**config.mk**
```make
export PLATFORM = sky130hd
export DESIGN_NAME = uart_tx_cfg
export DESIGN_NICKNAME = d
export VERILOG_FILES = /design/src/rtl/uart_pkg.sv /design/src/rtl/uart_sync_fifo.sv /design/src/rtl/uart_tx_cfg.sv
export SDC_FILE = /design/constraint.sdc
export NUM_CORES = 1
export LEC_CHECK = 0
export BUFFER_PORTS_ARGS = -buffer_cell sky130_fd_sc_hd__buf_2
export CORE_MARGIN = 1
export CORE_UTILIZATION = 40
export CTS_BUF_LIST = sky130_fd_sc_hd__clkbuf_16
export DETAILED_ROUTE_END_ITERATION = 8
export HOLD_SLACK_MARGIN = 0.06
export SYNTH_ARGS = -nofsm -noshare
export SYNTH_HDL_FRONTEND = slang
export SYNTH_HIERARCHICAL = 1
export SYNTH_SLANG_ARGS = --single-unit
```
**constraint.sdc**
```tcl
create_clock -name clk -period 10.9 [get_ports clk]
set_input_delay 2.18 -clock clk [delete_from_list [all_inputs] [get_ports clk]]
set_output_delay 2.18 -clock clk [all_outputs]
set_load 0.005 [all_outputs]
```
**src/rtl/uart_pkg.sv**
```systemverilog
// uart_pkg: definitions shared by the UART TX path (and the planned RX path).
//   uart_state_t  frame state encoding (IDLE/START/DATA/PAR/STOP)
//   PARITY_*      parity mode codes used by the PARITY parameter
//   uart_div()    clock cycles per bit period
package uart_pkg;

    typedef enum logic [2:0] {
        IDLE  = 3'd0,
        START = 3'd1,
        DATA  = 3'd2,
        PAR   = 3'd3,
        STOP  = 3'd4
    } uart_state_t;

    localparam int PARITY_NONE = 0;
    localparam int PARITY_ODD  = 1;
    localparam int PARITY_EVEN = 2;

    function automatic int uart_div(input int clock_freq, input int baud_rate);
        return clock_freq / baud_rate;
    endfunction

endpackage

```
**src/rtl/uart_sync_fifo.sv**
```systemverilog
// uart_sync_fifo: generic synchronous FIFO with first-word-fall-through read.
//   clk, reset      clock, asynchronous active-high reset (flushes the FIFO)
//   i_push          write i_wr_data (ignored while full)
//   i_wr_data       write data
//   i_pop           drop the head entry (ignored while empty)
//   o_rd_data       head entry, valid while !o_empty
//   o_full/o_empty  occupancy flags
//   o_level         number of stored entries, 0..DEPTH
module uart_sync_fifo #(
    parameter int WIDTH = 8,
    parameter int DEPTH = 16
) (
    input  logic                     clk,
    input  logic                     reset,
    input  logic                     i_push,
    input  logic [WIDTH-1:0]         i_wr_data,
    input  logic                     i_pop,
    output logic [WIDTH-1:0]         o_rd_data,
    output logic                     o_full,
    output logic                     o_empty,
    output logic [$clog2(DEPTH):0]   o_level
);

    localparam int AW = $clog2(DEPTH);

    logic [WIDTH-1:0] r_mem [DEPTH];
    // Pointers carry one extra wrap bit so full and empty are distinguishable.
    logic [AW:0]      r_wr_ptr;
    logic [AW:0]      r_rd_ptr;
    logic [AW:0]      w_level;
    logic             w_do_push;
    logic             w_do_pop;

    assign w_level   = r_wr_ptr - r_rd_ptr;
    assign o_level   = w_level;
    assign o_full    = (w_level == (AW+1)'(DEPTH));
    assign o_empty   = (r_wr_ptr == r_rd_ptr);
    assign w_do_push = i_push && !o_full;
    assign w_do_pop  = i_pop && !o_empty;
    assign o_rd_data = r_mem[r_rd_ptr[AW-1:0]];

    always_ff @(posedge clk or posedge reset) begin
        if (reset) begin
            r_wr_ptr <= '0;
            r_rd_ptr <= '0;
        end else begin
            if (w_do_push) r_wr_ptr <= r_wr_ptr + (AW+1)'(1);
            if (w_do_pop)  r_rd_ptr <= r_rd_ptr + (AW+1)'(1);
        end
    end

    always_ff @(posedge clk) begin
        if (w_do_push) r_mem[r_wr_ptr[AW-1:0]] <= i_wr_data;
    end

endmodule

```
**src/rtl/uart_tx_cfg.sv**
```systemverilog
// uart_tx_cfg: parametrised UART transmitter with TX FIFO.
// Sends queued words back to back, LSB first, with optional parity and 1/2 stop bits.
//   clk, reset   system clock, asynchronous active-high reset (aborts frame, flushes FIFO)
//   in_data      word to transmit (DATA_BITS wide)
//   in_valid     in_data valid; accepted on a rising edge when in_ready
//   in_ready     FIFO not full
//   tx           registered serial line, idle high
//   tx_busy      frame in flight or FIFO non-empty
//   fifo_level   FIFO occupancy
//
// state | meaning
// IDLE  | line idle, waiting for FIFO data
// START | start bit (low), one bit period
// DATA  | DATA_BITS data bits, LSB first
// PAR   | parity bit, only when PARITY != none
// STOP  | STOP_BITS stop bits (high); pops the next word directly on exit
module uart_tx_cfg
    import uart_pkg::*;
#(
    parameter int CLOCK_FREQ = 100_000_000,
    parameter int BAUD_RATE  = 9600,
    parameter int DATA_BITS  = 8,
    parameter int PARITY     = 0,
    parameter int STOP_BITS  = 1,
    parameter int FIFO_DEPTH = 16
) (
    input  logic                          clk,
    input  logic                          reset,
    input  logic [DATA_BITS-1:0]          in_data,
    input  logic                          in_valid,
    output logic                          in_ready,
    output logic                          tx,
    output logic                          tx_busy,
    output logic [$clog2(FIFO_DEPTH):0]   fifo_level
);

    localparam int               DIV        = uart_div(CLOCK_FREQ, BAUD_RATE);
    localparam int               CNT_W      = (DIV > 1) ? $clog2(DIV) : 1;
    localparam logic [CNT_W-1:0] CNT_RELOAD = CNT_W'(DIV - 1);
    localparam logic [3:0]       LAST_DATA  = 4'(DATA_BITS - 1);
    localparam logic [3:0]       LAST_STOP  = 4'(STOP_BITS - 1);
    localparam bit               HAS_PARITY = (PARITY != PARITY_NONE);
    localparam logic             PAR_ODD    = (PARITY == PARITY_ODD);

    uart_state_t            r_state;
    uart_state_t            w_state_next;
    logic [CNT_W-1:0]       r_baud_cnt;
    logic [3:0]             r_bit_idx;
    logic [DATA_BITS-1:0]   r_shift;
    logic                   r_par;
    logic                   r_tx;
    logic                   r_busy;

    logic                   w_tick;
    logic                   w_pop;
    logic                   w_push;
    logic                   w_tx_next;
    logic                   w_busy;
    logic                   w_full;
    logic                   w_empty;
    logic [DATA_BITS-1:0]   w_fifo_data;

    assign w_push   = in_valid && !w_full;
    assign in_ready = !w_full;
    assign tx       = r_tx;
    assign tx_busy  = r_busy;

    uart_sync_fifo #(
        .WIDTH (DATA_BITS),
        .DEPTH (FIFO_DEPTH)
    ) u_fifo (
        .clk       (clk),
        .reset     (reset),
        .i_push    (w_push),
        .i_wr_data (in_data),
        .i_pop     (w_pop),
        .o_rd_data (w_fifo_data),
        .o_full    (w_full),
        .o_empty   (w_empty),
        .o_level   (fifo_level)
    );

    // Terminal count of the bit-period down-counter marks the last cycle of a bit.
    assign w_tick = (r_baud_cnt == '0);
    assign w_busy = (r_state != IDLE) || !w_empty;

    always_ff @(posedge clk or posedge reset) begin
        if (reset) r_state <= IDLE;
        else       r_state <= w_state_next;
    end

    always_comb begin
        w_state_next = r_state;
        w_pop        = 1'b0;
        w_tx_next    = 1'b1;
        unique case (r_state)
            IDLE: begin
                if (!w_empty) begin
                    w_pop        = 1'b1;
                    w_state_next = START;
                end
            end
            START: begin
                w_tx_next = 1'b0;
                if (w_tick) w_state_next = DATA;
            end
            DATA: begin
                w_tx_next = r_shift[0];
                if (w_tick && r_bit_idx == LAST_DATA)
                    w_state_next = HAS_PARITY ? PAR : STOP;
            end
            PAR: begin
                w_tx_next = r_par;
                if (w_tick) w_state_next = STOP;
            end
            STOP: begin
                if (w_tick && r_bit_idx == LAST_STOP) begin
                    // Chain straight into the next start bit to keep the line gap-free.
                    if (!w_empty) begin
                        w_pop        = 1'b1;
                        w_state_next = START;
                    end else begin
                        w_state_next = IDLE;
                    end
                end
            end
            default: w_state_next = IDLE;
        endcase
    end

    // tx and tx_busy are registered from the FSM, so both lag the state by one
    // cycle; every bit still lasts exactly DIV cycles on the line.
    always_ff @(posedge clk or posedge reset) begin
        if (reset) begin
            r_baud_cnt <= CNT_RELOAD;
            r_bit_idx  <= '0;
            r_shift    <= '0;
            r_par      <= 1'b0;
            r_tx       <= 1'b1;
            r_busy     <= 1'b0;
        end else begin
            r_tx   <= w_tx_next;
            r_busy <= w_busy;

            if (r_state == IDLE || w_tick) r_baud_cnt <= CNT_RELOAD;
            else                           r_baud_cnt <= r_baud_cnt - CNT_W'(1);

            // Bit index counts bits within the current state; cleared on every state change.
            if (w_tick) begin
                if (w_state_next != r_state) r_bit_idx <= '0;
                else                         r_bit_idx <= r_bit_idx + 4'd1;
            end

            // Parity is captured once with the word so the PAR bit cannot see a shifted value.
            if (w_pop) begin
                r_shift <= w_fifo_data;
                r_par   <= (^w_fifo_data) ^ PAR_ODD;
            end else if (r_state == DATA && w_tick) begin
                r_shift <= r_shift >> 1;
            end
        end
    end

endmodule

```
After elaboration in Yosys (flattened, before gate mapping)
Memory sizes are Yosys's and may differ from the RTL's.
Cells that the tools add are included.
{"block": "op_classes", "add_sub_neg": 5, "eq_ne": 8, "mux": 17, "reduce_logical": 16}
{"op": "$mux W8", "n": 2}
{"op": "$mux W3", "n": 5}
{"op": "$pmux W3 S5", "n": 1}
{"op": "$logic_not A14 Y1", "n": 1}
{"op": "$mux W14", "n": 1}
{"op": "$sub A14 B1 Y14 const B", "n": 1}
{"op": "$add A5 B1 Y5 const B", "n": 2}
{"op": "$reduce_xor A8 Y1", "n": 1}
{"op": "$eq A3 B2 Y1 const B", "n": 2}
{"op": "$logic_and A1 B1 Y1", "n": 6}
{"op": "$eq A5 B5 Y1", "n": 1}
{"op": "$eq A5 B5 Y1 const B", "n": 1}
{"op": "$mux W1", "n": 5}
{"op": "$sub A5 B5 Y5", "n": 1}
{"op": "$add A4 B1 Y4 const B", "n": 1}
{"op": "$eq A4 B3 Y1 const B", "n": 1}
{"op": "$logic_not A4 Y1", "n": 1}
{"op": "$mux W4", "n": 1}
{"op": "$eq A3 B1 Y1 const B", "n": 1}
{"op": "$eq A3 B3 Y1 const B", "n": 1}
{"op": "$logic_not A3 Y1", "n": 1}
{"op": "$ne A3 B3 Y1", "n": 1}
{"op": "$pmux W1 S3", "n": 1}
{"op": "$reduce_bool A3 Y1", "n": 1}
{"op": "4 further kinds", "n": 6}
{"block": "word_totals", "register_bits": 42, "mem_bits_rw": 128, "inputBits": 11, "output_inout_bits": 8, "elab_cells": 56, "memories": 1}
{"name": "u_fifo.r_mem", "depth": 16, "width": 8, "read_ports": 1, "rd_ports_with_merged_regs": 0, "wr": 1, "line": "uart_sync_fifo.sv:26", "source": "logic [WIDTH-1:0] r_mem [DEPTH];"}

Logic depth before layout (Yosys ltp)
Gate-level depths: netlist of the first run.
{"block": "depth", "word_depth": 7, "depth_mapped": 13, "ltp_nobuf": 12}

Modules after synthesis
The synthesis of the first run kept the hierarchy.
{"mod": "uart_sync_fifo", "n_inst": 1, "cells_per_inst": 310, "area_each_um2": 5651.7, "seq_area_each_um2": 4093.9}
{"mod": "uart_tx_cfg", "n_inst": 1, "cells_per_inst": 167, "area_each_um2": 1722.9, "seq_area_each_um2": 812.0}

Worst setup path after synthesis of the first run
No wires, ideal clock.
{"block": "synth_timing", "kind": "reg2out", "startpoint": "register u_fifo.r_rd_ptr[2]", "endpoint": "output port in_ready", "arrival_ps": 2094, "t_required_ps": 8720, "path_slack_ps": 6626, "stages_incl_launch_ff": 10, "path_buffers": 2, "path_cell_list": "dfrtp_1 > buf_2 > buf_2 > clkinv_1 > ha_1 > xor2_1 > nor3_1 > o2111ai_4 > inv_4 > inv_1"}
{"block": "synth_via", "elab_chain_len": 3}
{"element": "start: declaration", "line": "uart_sync_fifo.sv:29", "source": "logic [AW:0] r_rd_ptr;"}
{"element": "start signal: assignment", "line": "uart_sync_fifo.sv:48", "source": "if (w_do_pop) r_rd_ptr <= r_rd_ptr + (AW+1)'(1);"}
{"element": "$sub A5 B5 Y5", "line": "uart_sync_fifo.sv:34", "source": "assign w_level = r_wr_ptr - r_rd_ptr;"}
{"element": "net fifo_level[2]", "line": "uart_tx_cfg.sv:34", "source": "output logic [$clog2(FIFO_DEPTH):0] fifo_level"}
{"element": "$eq A5 B5 Y1", "line": "uart_sync_fifo.sv:36", "source": "assign o_full = (w_level == (AW+1)'(DEPTH));"}
{"element": "net w_full", "line": "uart_tx_cfg.sv:59", "source": "logic w_full;"}
{"element": "$logic_not A1 Y1", "line": "uart_tx_cfg.sv:64", "source": "assign in_ready = !w_full;"}
{"element": "end: declaration", "line": "uart_tx_cfg.sv:31", "source": "output logic in_ready,"}
The timed path passes the listed nets, and every way through them passes these cells.

Worst setup path in the final report of the first run
{"block": "layout_timing", "startpoint": "register u_fifo.r_rd_ptr[1]", "endpoint": "output port in_ready"}
{"block": "layout_via", "elab_chain_len": 3}
{"element": "$sub A5 B5 Y5", "line": "uart_sync_fifo.sv:34"}
{"element": "$eq A5 B5 Y1", "line": "uart_sync_fifo.sv:36"}
{"element": "net w_full", "line": "uart_tx_cfg.sv:59"}
{"element": "$logic_not A1 Y1", "line": "uart_tx_cfg.sv:64"}
The timed path passes the listed nets, and every way through them passes these cells.

==> impl_results.md, run 1 <==
- Max-Cap Viols: 0
- Fraction of layout cells with a size suffix above 1: 0.213
- Vias in the first global route: 4,242
- Clock tree buffer depth: 2
- Die area: 19,000 um^2
- Setup-failing EPs final: 0
- Ys Warns: 6
- Pwr/cell area: 194 nW/um^2
- Starting Density: 0.409
- Commonest non-fill, non-tap cell in the layout: edfxtp_1
- TritonCTS clock tree: built
- Hold buffer count at CTS: 0
- Core Area: 18,000 um^2
- Clk sinks: 170
- Commonest register cell after synthesis: edfxtp_1
- Vias per cell: 5.37
- First-pass GRT wire length: 23,000 um
- Largest cells by area after synthesis: edfxtp_1, dfrtp_1, mux4_2
- Mapped Cells: 477
- Postcts setup bufs: 0
- GPL Wtd Cong: 0.784
- Tcrit/Tclk final: 0.545
- Die Span Y: 138 um
- Grt ovf: 0
- Slew Limit Fails: 0
- I/O pin total: 19
- Number of CTS-inserted buffers: 17
- # diodes: 0
- Sequential-to-total area share from yosys stat: 0.665
- Critical path capture point type: primary output
- DRT antenna net count: 0
- RSZ-0062 raised after global routing: false
- Achievable Freq: 168 MHz
- Clock root buffer: clkbuf_16
- Mapped Nets: 501
- Final #Nets: 522
- Setup TNS: 0 ns
- Synth Register Bits: 170
- Routed WL per cell: 19.3 um
- Via count: 3,972
- Lkg Pwr: 2.95 nW
- Routed WL: 14,300 um
- Slew HR: 0.191
- Min-Delay Path Class: flop to flop
- Tmin final: 5.94 ns
- # rows: 49
- Die W: 138 um
- Pin count of the biggest net entering global routing: 37
- Startpoint types: flop
- Most frequent cells in the layout: edfxtp_1, nand2_1, dfrtp_1, mux4_2, nor2_1
- Req. time, crit path: 8.72 ns
- Htree depth: 4
- Router iterations before antenna repair: 4
- Synth unique cells: 60
- Hpwl dp: 9350 um
- Port Buffers: 18
- DRT iter0 DRCs: 155
- GRT Total Usage: 0.169
- Peak supply drop: 0.111 mV
- Top cell type by total area after synthesis: edfxtp_1
- CP max FO: 27
- Critical path class: flop to primary output
- Register clock-pin slew on the reported worst setup and hold paths: 0.07 ns
- Worst Tran Pin Value: 1.20 ns
- Data arrival, critical path: 3.76 ns
- Finished Core Util: 0.459
- Cell area after synthesis: 7370 um^2
- Mean Syn Cell Area: 15.5 um^2
- Area delta synth->final: 12.1%
- Initial antenna violation count: 0
- Status: finished, final reports clean
- Ys async rst share: 0.247
- Clock Latency Late Sink: 0.42 ns
- # DRC: 0
- Gates resized, CTS repair: 0
- Final Hold Viols: 0
- Post-synth EDFFs: 128
- Clk_skew: 0.00958 ns
- Yosys top cell area share: 0.521
==> flip-flops by register name (all words and copies together) (netlist names) <==
register and count:
u_fifo/r_wr_ptr 5, r_bit_idx 4, r_shift 8, tx_busy 1, u_fifo/r_mem 128, tx 1
r_state 3, r_baud_cnt 14, r_par 1, u_fifo/r_rd_ptr 5
==> cells by family (layout without fill, tap and decap cells) <==
family | after synthesis | after routing | share of synthesized area
compound gates | 45 | 45 | 0.0490
xor+xnor | 27 | 27 | 0.0321
flops | 170 | 170 | 0.665
fa+ha+maj | 13 | 13 | 0.0231
mux | 33 | 33 | 0.0993
buf+inv | 36 | 70 | 0.0232
simple gates | 153 | 153 | 0.108
==> worst max-delay path, cell delays in order (launching register included) <==
cell and delay (ns):
dfrtp_1 1.06, clkinv_1 0.62, fa_1 0.59, xor2_1 0.19, nor3_1 0.33, o2111ai_4 0.25
inv_4 0.14, inv_1 0.04, buf_2 0.12
==> path summary, 6_finish.rpt <==
check | slack [ns] | to | cells after the start | from
setup / recovery | 4.96 | in_ready | 8 | u_fifo/r_rd_ptr[1]
hold / removal | 0.47 | r_baud_cnt[0] | 1 | r_baud_cnt[0]
setup reg to reg | 5.95 | u_fifo/r_mem[1][5] | 9 | u_fifo/r_rd_ptr[1]
hold reg to reg | 0.47 | r_baud_cnt[0] | 1 | r_baud_cnt[0]
max in group asynchronous | 8.72 | r_baud_cnt[2] | 3 | reset
min in group asynchronous | 1.75 | u_fifo/r_rd_ptr[4] | 2 | reset
==> power breakdown <==
group / total (mW) / leakage [nW] / switching [mW] / internal [mW]
combinational: 0.214 / 0.997 / 0.133 / 0.0809
clock: 0.599 / 0.297 / 0.271 / 0.328
sequential: 0.788 / 1.65 / 0.0295 / 0.759
==> synthesized netlist by cell type, types with 2 or more instances <==
| cell type | count |
|---|---|
| a21oi_1 | 5 |
| a221o_1 | 7 |
| a31oi_1 | 8 |
| and2_1 | 2 |
| and3_1 | 15 |
| buf_1 | 4 |
| buf_2 | 3 |
| buf_4 | 2 |
| buf_6 | 3 |
| clkbuf_1 | 7 |
| clkinv_1 | 2 |
| dfrtp_1 | 33 |
| dfstp_2 | 9 |
| edfxtp_1 | 128 |
| ha_1 | 12 |
| inv_1 | 14 |
| mux4_2 | 32 |
| nand2_1 | 53 |
| nand2b_1 | 6 |
| nand3_1 | 11 |
| nand3b_1 | 2 |
| nand4_1 | 4 |
| nor2_1 | 31 |
| nor2b_1 | 3 |
| nor3_1 | 9 |
| nor3_4 | 2 |
| nor4_1 | 2 |
| o21a_1 | 2 |
| o21ai_0 | 5 |
| o31ai_1 | 3 |
| or3_1 | 3 |
| or4_1 | 2 |
| xnor2_1 | 19 |
| xor2_1 | 8 |
==> area by class of cell <==
class / instances / area, um^2
fillers: 1573 / 9750
flip-flops and latches: 170 / 4910
multi-input cells: 271 / 2300
clock buffers: 17 / 425
well taps: 229 / 287
clock inverters: 15 / 175
repair buffers: 21 / 113
inverters: 17 / 66.3
==> metrics by stage <==
stage | cell area, um^2 | hold WS (ns) | power (mW) | cells | setup WS [ns]
2_1_floorplan | 7370 | 0.441 | 0.941 | 477 | 6.63
3_3_place_gp | 7670 | 0.451 | 1.01 | 708 | 5.59
3_5_place_dp | 7670 | 0.459 | 1.02 | 708 | 5.34
4_1_cts | 8270 | 0.474 | 1.62 | 740 | 4.87
5_1_grt | 8270 | 0.489 | 1.67 | 740 | 4.63
6_report | 8270 | 0.471 | 1.60 | 740 | 4.96
==> routing by layer <==
metal | track usage | up-vias | part of all wire
li1 | - | 1855 | -
met1 | 0.207 | 2043 | 0.44
met2 | 0.294 | 59 | 0.51
met3 | 0.0372 | 15 | 0.034
met4 | 0.0580 | 0 | 0.011
met5 | 0 | - | 0
(Power assumes the default switching activity.)
==> inputs of run 2 (changes only) <==
==> constraint.sdc (replaced) <==
create_clock -name clk -period 5.3 [get_ports clk]
set_input_delay 1.06 -clock clk [delete_from_list [all_inputs] [get_ports clk]]
set_output_delay 1.06 -clock clk [all_outputs]
set_load 0.005 [all_outputs]
==> run 2 against run 1 <==
Register-to-register slack got worse by 4.7 ns; combinational power rose by 110%; die area did not move; critical endpoint unchanged.
==> impl_results.md, run 2 (same netlist as run 1, synthesis figures left out) <==
- Die area: 19,000 um^2
- Tcrit/Tclk final: 0.769
- Max-Cap Viols: 0
- Total power: 3.41 mW
- Critical Path Source: u_fifo/r_rd_ptr[2]
- Reg2reg end: u_fifo/r_mem[7][0]
- Placed cell area: 7710 um^2
- # diodes: 0
- Vias in the first global route: 4,208
- Final Hold Viols: 0
- Design area: 8360 um^2
- DRT iter0 DRCs: 329
- Fill cells: 1,591
- Starting Density: 0.409
- Peak supply drop: 0.259 mV
- End of the critical path: in_ready
- Lkg Pwr: 2.99 nW
- Area delta synth->final: 13.4%
- Vias per cell: 5.46
- Gates resized, CTS repair: 0
- CP max-delay cell: ha_1
- Core Area: 18,000 um^2
- Finished Core Util: 0.464
- Clk_skew: 0.00727 ns
- Register clock-pin slew on the reported worst setup and hold paths: 0.07 ns
- TritonCTS clock tree: built
- GPL Wtd Cong: 0.854
- Critical path class: flop to primary output
- GRT Total Usage: 0.174
- Die W: 138 um
- Clock tree buffer depth: 2
- Req. time, crit path: 4.24 ns
- Startpoint types: flop
- Final #Nets: 527
- FF-to-FF path depth: 10
- Setup TNS: 0 ns
- Critical path capture point type: primary output
- # rows: 49
- Pin count of the biggest net entering global routing: 36
- DRT antenna net count: 0
- Routed WL per cell: 19.9 um
- Number of CTS-inserted buffers: 17
- CP max FO: 28
- Tmin final: 4.07 ns
- Hpwl dp: 10,100 um
- Clk sinks: 170
- Pwr/cell area: 408 nW/um^2
- Worst Tran Pin Value: 0.788 ns
- Status: finished, final reports clean
- R2R setup slack: 1.28 ns
- Routed WL: 14,800 um
- Postcts setup bufs: 0
- First-pass GRT wire length: 23,400 um
- Critical R2R Launch: u_fifo/r_rd_ptr[2]
- Die Span Y: 138 um
- Data arrival, critical path: 3.01 ns
- Max reg flops: 128
- RSZ-0062 raised after global routing: false
- Router iterations before antenna repair: 5
- Commonest non-fill, non-tap cell in the layout: edfxtp_1
- Most frequent cells in the layout: edfxtp_1, nand2_1, dfrtp_1, mux4_2, nor2_1
- Setup-failing EPs final: 0
- CP cell instances: buf_4 -> clkinv_1 -> ha_1 -> xor2_1 -> nor3_1 -> o2111ai_4 -> inv_4 -> inv_1 -> buf_2
- Achievable Freq: 245 MHz
- Initial antenna violation count: 0
- Min-Delay Path Class: flop to flop
- Hold buffer count at CTS: 0
- Clock root buffer: clkbuf_16
- Fin Hold WS: 0.475 ns
- Fraction of layout cells with a size suffix above 1: 0.221
- Slew HR: 0.472
- I/O pin total: 19
- Grt ovf: 0
- Critical path's largest stage delay: 0.46 ns
- Port Buffers: 18
- Htree depth: 4
- Via count: 4,068
- # DRC: 0
- Clock Latency Late Sink: 0.43 ns
- Slew Limit Fails: 0
## run 2: power by group
| part | internal [mW] | leakage, nW | total, mW | switching, mW |
|---|---|---|---|---|
| sequential | 1.56 | 1.65 | 1.63 | 0.0671 |
| combinational | 0.173 | 1.02 | 0.448 | 0.275 |
| clock | 0.770 | 0.315 | 1.33 | 0.564 |
| total | 2.50 | 2.99 | 3.41 | 0.906 |
## run 2: metal layers
| metal | up-vias | global-route usage | wire, um |
|---|---|---|---|
| met5 | - | 0 | 0 |
| met4 | 0 | 0.0543 | 165 |
| met3 | 16 | 0.0453 | 615 |
| met2 | 90 | 0.299 | 7730 |
| met1 | 2098 | 0.214 | 6310 |
| li1 | 1864 | - | - |
## run 2: worst max-delay path, delay by kind of cell, from the launching register on
| kind | cells | cell delay [ns] |
|---|---|---|
| AND/OR/NAND/NOR | 1 | 0.34 |
| AO/OA/AOI/OAI | 1 | 0.26 |
| XOR/XNOR | 1 | 0.17 |
| buffers and inverters | 5 | 1.03 |
| adder cells (fa/ha/maj) | 1 | 0.46 |
| flip-flops | 1 | 0.32 |
## run 2: cell type report
class	count	area, um^2	share of cell area
sequential	170	4910	0.587
multi-input combinational	271	2300	0.275
clock buffer	17	425	0.0509
tap	229	287	0.0343
clock inverter	15	231	0.0277
timing repair buffer	26	150	0.0180
inverter	17	66.3	0.00793
## run 2: how the worst min path moves through the flow
stage / slack, ns / startpoint / end / depth (start not counted)
2_1_floorplan: 0.44 / r_baud_cnt[0] / r_baud_cnt[0] / 1
3_3_place_gp: 0.45 / r_baud_cnt[0] / r_baud_cnt[0] / 1
3_5_place_dp: 0.46 / r_baud_cnt[0] / r_baud_cnt[0] / 1
4_1_cts: 0.48 / r_baud_cnt[0] / r_baud_cnt[0] / 1
5_1_grt: 0.49 / r_baud_cnt[0] / r_baud_cnt[0] / 1
6_report: 0.48 / r_baud_cnt[0] / r_baud_cnt[0] / 1
## run 2: stage by stage
step	setup slack, ns	cells
final	1.23	745
after global routing	1.03	745
after CTS	1.24	745
after detailed placement	1.36	713
after global placement	1.53	713
after floorplan	1.84	477
==> inputs of run 3 (changes only) <==
==> constraint.sdc (replaced) <==
create_clock -name clk -period 3.3 [get_ports clk]
set_input_delay 0.66 -clock clk [delete_from_list [all_inputs] [get_ports clk]]
set_output_delay 0.66 -clock clk [all_outputs]
set_load 0.005 [all_outputs]
==> run 3 against run 2 <==
Clock skew is 0.0037 ns higher; register-to-register slack worse by 0.94 ns; setup slack worse by 1.0 ns; combinational power is 79% higher; sequential share of layout area is 0.65 points lower.
==> impl_results.md, run 3 (same netlist as run 1, synthesis figures left out) <==
- RSZ-0062 raised after global routing: false
- Achievable Freq: 322 MHz
- Routed WL: 14,500 um
- Startpoint types: flop
- Hpwl dp: 9800 um
- Status: finished, final reports clean
- Core Area: 18,000 um^2
- Setup TNS: 0 ns
- Critical path capture point type: primary output
- Final Hold Viols: 0
- Clock tree buffer depth: 2
- Peak supply drop: 0.372 mV
- Port Buffers: 18
- First-pass GRT wire length: 23,300 um
- GPL Wtd Cong: 0.813
- Tmin final: 3.11 ns
- Register clock-pin slew on the reported worst setup and hold paths: 0.07 ns
- Die Span Y: 138 um
- Tcrit/Tclk final: 0.942
- Fraction of layout cells with a size suffix above 1: 0.252
- Data arrival, critical path: 2.45 ns
- Clock Latency Late Sink: 0.42 ns
- Starting Density: 0.409
- Final #Nets: 546
- DRT iter0 DRCs: 266
- Routed WL per cell: 19.0 um
- R2R setup slack: 0.34 ns
- Die area: 19,000 um^2
- # DRC: 0
- Pwr/cell area: 635 nW/um^2
- TritonCTS clock tree: built
- Clk sinks: 170
- Setup-failing EPs final: 0
- Most frequent cells in the layout: edfxtp_1, nand2_1, dfrtp_1, mux4_2, nor2_1
- Critical path class: flop to primary output
- Clk_skew: 0.0109 ns
- Fill cells: 1,567
- GRT Total Usage: 0.170
- Critical R2R Launch: u_fifo/r_wr_ptr[0]
- Slew HR: 0.335
- # rows: 49
- # diodes: 0
- Max-Cap Viols: 0
- Hold buffer count at CTS: 0
- I/O pin total: 19
- Total power: 5.37 mW
- Htree depth: 4
- Number of CTS-inserted buffers: 17
- CP max FO: 4
- Vias per cell: 5.34
- Max reg flops: 128
- Reg2reg end: u_fifo/r_mem[4][3]
- Grt ovf: 0
- Die W: 138 um
- Commonest non-fill, non-tap cell in the layout: edfxtp_1
- Via count: 4,078
- Pin count of the biggest net entering global routing: 36
- Router iterations before antenna repair: 6
- Vias in the first global route: 4,248
- Req. time, crit path: 2.64 ns
- Worst Tran Pin Value: 0.997 ns
- Clock root buffer: clkbuf_16
- DRT antenna net count: 0
- Lkg Pwr: 3.08 nW
- Slew Limit Fails: 0
- Initial antenna violation count: 0
- Min-Delay Path Class: primary input to asynchronous set/reset pin
- Area delta synth->final: 14.7%
- FF-to-FF path depth: 12
run 3: changes by cell type in the layout (fill, tap and decap cells not counted), sizes merged:
cell,delta
buf,+19
bufinv,-1
clkinv,-5
inv,+6
run 3: worst max-delay path by stage:
stage,start,depth (start not counted),to,slack (ns)
2_1_floorplan,u_fifo/r_rd_ptr[2],12,u_fifo/r_mem[1][0],-0.13
3_3_place_gp,u_fifo/r_wr_ptr[0],12,u_fifo/r_mem[1][4],0.30
3_5_place_dp,u_fifo/r_rd_ptr[1],10,u_fifo/r_mem[8][6],0.12
4_1_cts,u_fifo/r_rd_ptr[1],10,u_fifo/r_mem[4][3],0.07
5_1_grt,u_fifo/r_wr_ptr[0],10,in_ready,0.06
6_report,u_fifo/r_wr_ptr[0],10,in_ready,0.19
run 3: per-layer routing:
metal | up-vias | part of all wire | track usage
li1 | 1902 | - | -
met5 | - | 0 | 0
met3 | 23 | 0.040 | 0.0401
met2 | 88 | 0.52 | 0.288
met4 | 0 | 0.021 | 0.0634
met1 | 2065 | 0.42 | 0.212
run 3: report_power, final:
part           internal [mW]  leakage (nW)  switching, mW
clock                   1.13         0.300          0.847
combinational          0.323          1.13          0.482
sequential              2.50          1.65         0.0800
run 3: layout make-up:
type                            instances  area (um^2)  share of cell area
Sequential cell                       170         4910               0.580
Tap cell                              229          287              0.0339
Inverter                               17         70.1             0.00828
Clock buffer                           17          425              0.0503
Multi-Input combinational cell        271         2310               0.274
Clock inverter                         15          161              0.0191
Timing Repair Buffer                   45          293              0.0346
run 3: what timing repair did:
item,in CTS,in global routing
gates cloned,0,0
resized for setup,1,2
buffers inserted,0,1
endpoints found under the setup margin,1,122
pin swaps,0,1
run 3: critical path: stages (launching register included):
cell and delay (ns):
dfrtp_1 0.41, inv_1 0.15, ha_1 0.18, inv_1 0.05
fa_1 0.39, xor2_1 0.20, nor3_2 0.19, o2111ai_4 0.16
inv_4 0.12, inv_1 0.06, buf_2 0.12
run 3: metrics by stage:
stage | hold WS (ns) | cells | worst slack, ns | util | instance area (um^2)
3_5_place_dp | 0.458 | 731 | 0.125 | 0.436 | 7850
4_1_cts | 0.220 | 763 | 0.0715 | 0.468 | 8440
5_1_grt | 0.251 | 764 | 0.0565 | 0.469 | 8460
6_report | 0.229 | 764 | 0.193 | 0.469 | 8460
2_1_floorplan | 0.441 | 477 | -0.134 | - | 7380
3_3_place_gp | 0.450 | 731 | 0.296 | 0.436 | 7850
